### src/rtl/score_bcd_counter.sv
// Catch-The-LED score keeper: hit/miss rising edges become +1/-1 on a packed BCD score.
// Optional high-score register enabled by defining HIGH_SCORE_EN.
module score_bcd_counter #(
   parameter int DIGITS = 2
) (
   input  logic                clk,
   input  logic                rst_n,
   input  logic                clear,
   input  logic                enable,
   input  logic                hit,
   input  logic                miss,
   output logic [4*DIGITS-1:0] score_digits,
   output logic                score_max,
   output logic                changed,
   output logic [4*DIGITS-1:0] hi_digits
);

   localparam int W = 4 * DIGITS;
   localparam logic [W-1:0] ALL_NINES = {DIGITS{4'h9}};

   logic         hit_q, miss_q;
   logic [W-1:0] score_q, score_d;
   logic [W-1:0] score_inc, score_dec;
   logic         score_max_q, changed_q, changed_d;
   logic         inc, dec, at_max, at_zero;

   assign inc     = hit & ~hit_q;
   assign dec     = miss & ~miss_q;
   assign at_max  = (score_q == ALL_NINES);
   assign at_zero = (score_q == '0);

   // Per-digit BCD ripple: a 9 wraps to 0 and carries into the next digit.
   always_comb begin : bcd_inc
      logic carry;
      carry     = 1'b1;
      score_inc = score_q;
      for (int i = 0; i < DIGITS; i++) begin
         if (carry) begin
            if (score_q[4*i +: 4] == 4'd9) begin
               score_inc[4*i +: 4] = 4'd0;
            end else begin
               score_inc[4*i +: 4] = score_q[4*i +: 4] + 4'd1;
               carry               = 1'b0;
            end
         end
      end
   end

   always_comb begin : bcd_dec
      logic borrow;
      borrow    = 1'b1;
      score_dec = score_q;
      for (int i = 0; i < DIGITS; i++) begin
         if (borrow) begin
            if (score_q[4*i +: 4] == 4'd0) begin
               score_dec[4*i +: 4] = 4'd9;
            end else begin
               score_dec[4*i +: 4] = score_q[4*i +: 4] - 4'd1;
               borrow              = 1'b0;
            end
         end
      end
   end

   always_comb begin : next_score
      score_d   = score_q;
      changed_d = 1'b0;
      if (clear) begin
         score_d   = '0;
         changed_d = ~at_zero;
      end else if (enable) begin
         if (inc && !dec && !at_max) begin
            score_d   = score_inc;
            changed_d = 1'b1;
         end else if (dec && !inc && !at_zero) begin
            score_d   = score_dec;
            changed_d = 1'b1;
         end
      end
   end

   // Edge-detect history resets high so a button held through reset never scores.
   always_ff @(posedge clk) begin
      if (!rst_n) begin
         hit_q       <= 1'b1;
         miss_q      <= 1'b1;
         score_q     <= '0;
         score_max_q <= 1'b0;
         changed_q   <= 1'b0;
      end else begin
         hit_q       <= hit;
         miss_q      <= miss;
         score_q     <= score_d;
         score_max_q <= (score_d == ALL_NINES);
         changed_q   <= changed_d;
      end
   end

   assign score_digits = score_q;
   assign score_max    = score_max_q;
   assign changed      = changed_q;

`ifdef HIGH_SCORE_EN
   logic [W-1:0] hi_q;

   // Valid BCD orders the same as unsigned binary, so a plain compare is numeric.
   always_ff @(posedge clk) begin
      if (!rst_n) begin
         hi_q <= '0;
      end else if (score_q > hi_q) begin
         hi_q <= score_q;
      end
   end

   assign hi_digits = hi_q;
`else
   assign hi_digits = '0;
`endif

endmodule

### config.mk
export PLATFORM = sky130hd
export DESIGN_NAME = score_bcd_counter
export DESIGN_NICKNAME = d
export VERILOG_FILES = /design/src/rtl/score_bcd_counter.sv
export SDC_FILE = /design/constraint.sdc
export NUM_CORES = 1
export LEC_CHECK = 0
export ABC_AREA = 1
export BUFFER_PORTS_ARGS = -buffer_cell sky130_fd_sc_hd__buf_2
export CORE_MARGIN = 2
export CORE_UTILIZATION = 40
export CTS_BUF_LIST = sky130_fd_sc_hd__clkbuf_2
export DETAILED_ROUTE_END_ITERATION = 10
export GPL_TIMING_DRIVEN = 1
export PLACE_DENSITY = 0.69
export SLEW_MARGIN = 20
export SYNTH_ARGS = -nofsm -noshare
export SYNTH_HDL_FRONTEND = slang
export SYNTH_SLANG_ARGS = --single-unit
### constraint.sdc
create_clock -name clk -period 3.33 [get_ports clk]
set_input_delay 0.4995 -clock clk [delete_from_list [all_inputs] [get_ports clk]]
set_output_delay 0.4995 -clock clk [all_outputs]
set_load 0.02 [all_outputs]
==> flow_metrics.env <==
export IMPL_worst_setup_path_type="reg2reg"
export IMPL_grt_use_total_pct=15.8
export IMPL_slew_violations=0
export IMPL_hold_buffers=0
export IMPL_status="finished, final reports clean"
export IMPL_yosysTopAreaCellShare_pct=20.2
export IMPL_start_kind="register"
export IMPL_ctsLongestPathBuffers=2
export IMPL_area_growth_synth_to_final_pct=6.95
export IMPL_port_buffers=15
export IMPL_synth_top_area_cell="dfxtp_1"
export IMPL_synth_common_cells="nand2_1 (44), inv_1 (20), nand3_1 (17)"
export IMPL_power_density_nw_per_um2=255
export IMPL_p_sw_mw=0.120
export IMPL_max_freq_mhz=517
export IMPL_p_sw_share_pct=36.9
export IMPL_nets=208
export IMPL_synth_edf_count=0
export IMPL_cts_buffers=3
export IMPL_fin_crit_sh_pct=58.1
export IMPL_synth_most_common_cell="nand2_1"
export IMPL_clkSinkCount=12
export IMPL_synthCells=179
export IMPL_gp_congestion=0.841
export IMPL_wl_per_cell_um=11.3
export IMPL_htreeDepth=1
export IMPL_core_area_um2=2780
export IMPL_rrSetupSlack_ps=1400
export IMPL_cp_end_kind="register"
export IMPL_p_int_mw=0.205
export IMPL_synth_area_top_cells="dfxtp_1 (20%), nand2_1 (14%), nand3_1 (7.2%)"
export IMPL_chipHeight_um=58.5
export IMPL_dieWidth_um=58.5
export IMPL_fin_skew_ps=11.6
export IMPL_cts_resized=0
export IMPL_ys_ff_latch=12
export IMPL_root_buffer="clkbuf_2"
export IMPL_cp_max_fo=7
export IMPL_hold_viol=0
export IMPL_leakage_nw=0.677
export IMPL_routed_wl_um=2540
export IMPL_setup_violations=0
export IMPL_antenna_found_initial=0
export IMPL_tns_ps=0
export IMPL_clk_pin_slew_worst_paths_ps=110
export IMPL_crit_required_ps=3500
export IMPL_io_pins=24
export IMPL_yosys_warnings=0
export IMPL_ys_seq_area_share_pct=20.2
export IMPL_irDropWorstVdd_uv=229
export IMPL_max_cap_viol_count=0
export IMPL_first_iter_violations=30
export IMPL_worstPathArrival_ps=2110
export IMPL_route_detailed_drc=0
export IMPL_syn_cell_area_um2=1190
export IMPL_seqPwrFrac_pct=47.8
export IMPL_power_mw=0.324
export IMPL_n_fill_cell=295
export IMPL_grt_overflow_total=0
export IMPL_async_reset_ff_share_pct=0
export IMPL_ys_types=27
export IMPL_insertion_delay_ps=260
export IMPL_worstHoldPathType="in2reg"
export IMPL_layout_drive_gt1_share_pct=25.8
export IMPL_cts_tree="yes"
export IMPL_p_clk_share_pct=20.6
export IMPL_grt_setup_unrepaired="false"
export IMPL_first_global_vias=958
export IMPL_cts_setup_buffers=0
export IMPL_rows=19
export IMPL_first_pass_iters=4
export IMPL_num_antenna_cells=0
export IMPL_pwr_share_comb_pct=31.6
export IMPL_start_util_pct=42.7
export IMPL_dieArea_um2=3420
export IMPL_synth_main_ff_cell="dfxtp_1"
export IMPL_grt_start_max_net_pins=13
export IMPL_drtAntennaViolNets=0
export IMPL_dp_hpwl_um=2020
export IMPL_synth_avg_cell_area_um2=6.63
export IMPL_vias=1105
export IMPL_vias_per_cell=4.91
export IMPL_fin_crit_ps=1930
export IMPL_grt_pass1_wl_um=4240
-- per-layer routing --
| metal | track usage, % | routed length (µm) |
|---|---|---|
| met5 | 0 | 0 |
| met4 | 7.97 | 39 |
| met3 | 0.879 | 82 |
| met2 | 25.0 | 1170 |
| met1 | 21.8 | 1250 |
-- cell type report --
type	count	area, µm²	area share (%)
flip-flops and latches	12	240	18.9
repair buffers	15	75.1	5.91
inverters	27	104	8.18
well taps	31	38.8	3.05
clock buffers	3	15.0	1.18
multi-input cells	137	797	62.8
-- per-stage QoR --
step	hold WS, ps	instance area [µm²]	util, %	setup slack [ps]	cells
finish	457	1270	45.7	1400	225
global route	447	1270	45.7	1200	225
CTS	446	1270	45.7	1400	225
detailed placement	621	1250	45.1	1420	222
global placement	624	1250	45.1	1450	222
floorplan	568	1210	-	1510	186
-- power by group through the flow --
stage          registers (mW)  clock network [mW]  logic [mW]
2_1_floorplan           0.161                   0      0.0845
3_3_place_gp            0.159                   0       0.102
3_5_place_dp            0.158                   0       0.101
4_1_cts                 0.155              0.0699       0.102
5_1_grt                 0.156              0.0749       0.113
6_report                0.155              0.0668       0.102
-- worst max-delay path: stages (launching register included) --
cell and delay (ps):
dfxtp_1 450, inv_1 140, ha_1 280, nand2_2 110, nor2_4 50, nand2_4 100
nand2_2 90, o21ai_0 180, nand2_1 70, a21oi_1 180, nor2_1 70, nand2_1 80
nor2_2 40
-- worst paths after layout --
path,from,endpoint,cells after the start
setup / recovery,score_digits[0],score_max,12
setup reg to reg,score_digits[0],score_max,12
hold reg to reg,score_digits[1],score_digits[1],4
hold / removal,rst_n,hit_q,2
-- flip-flops by register name (all words and copies together) (netlist names) --
register / count
score_digits: 8
changed: 1
hit_q: 1
miss_q: 1
score_max: 1
-- kinds of logic after synthesis --
group	Yosys count	share of synthesized area (%)
XOR/XNOR	2	1.48
AO/OA/AOI/OAI	19	8.96
flip-flops	12	20.2
adder cells (fa/ha/maj)	6	6.32
buffers and inverters	37	14.9
other	1	0.316
AND/OR/NAND/NOR	102	47.8
-- placed cells by master (no fill, tap or decap), drive strengths merged --
cell / instances
nand2: 52
inv: 27
nor2: 24
nand3: 22
buf: 15
dfxtp: 12
o21ai: 11
conb: 8
a21oi: 8
ha: 6
nand4: 3
clkbuf: 3
or2: 1
xnor2: 1
xor2: 1
Note: power is estimated with default switching activity, not from simulation.
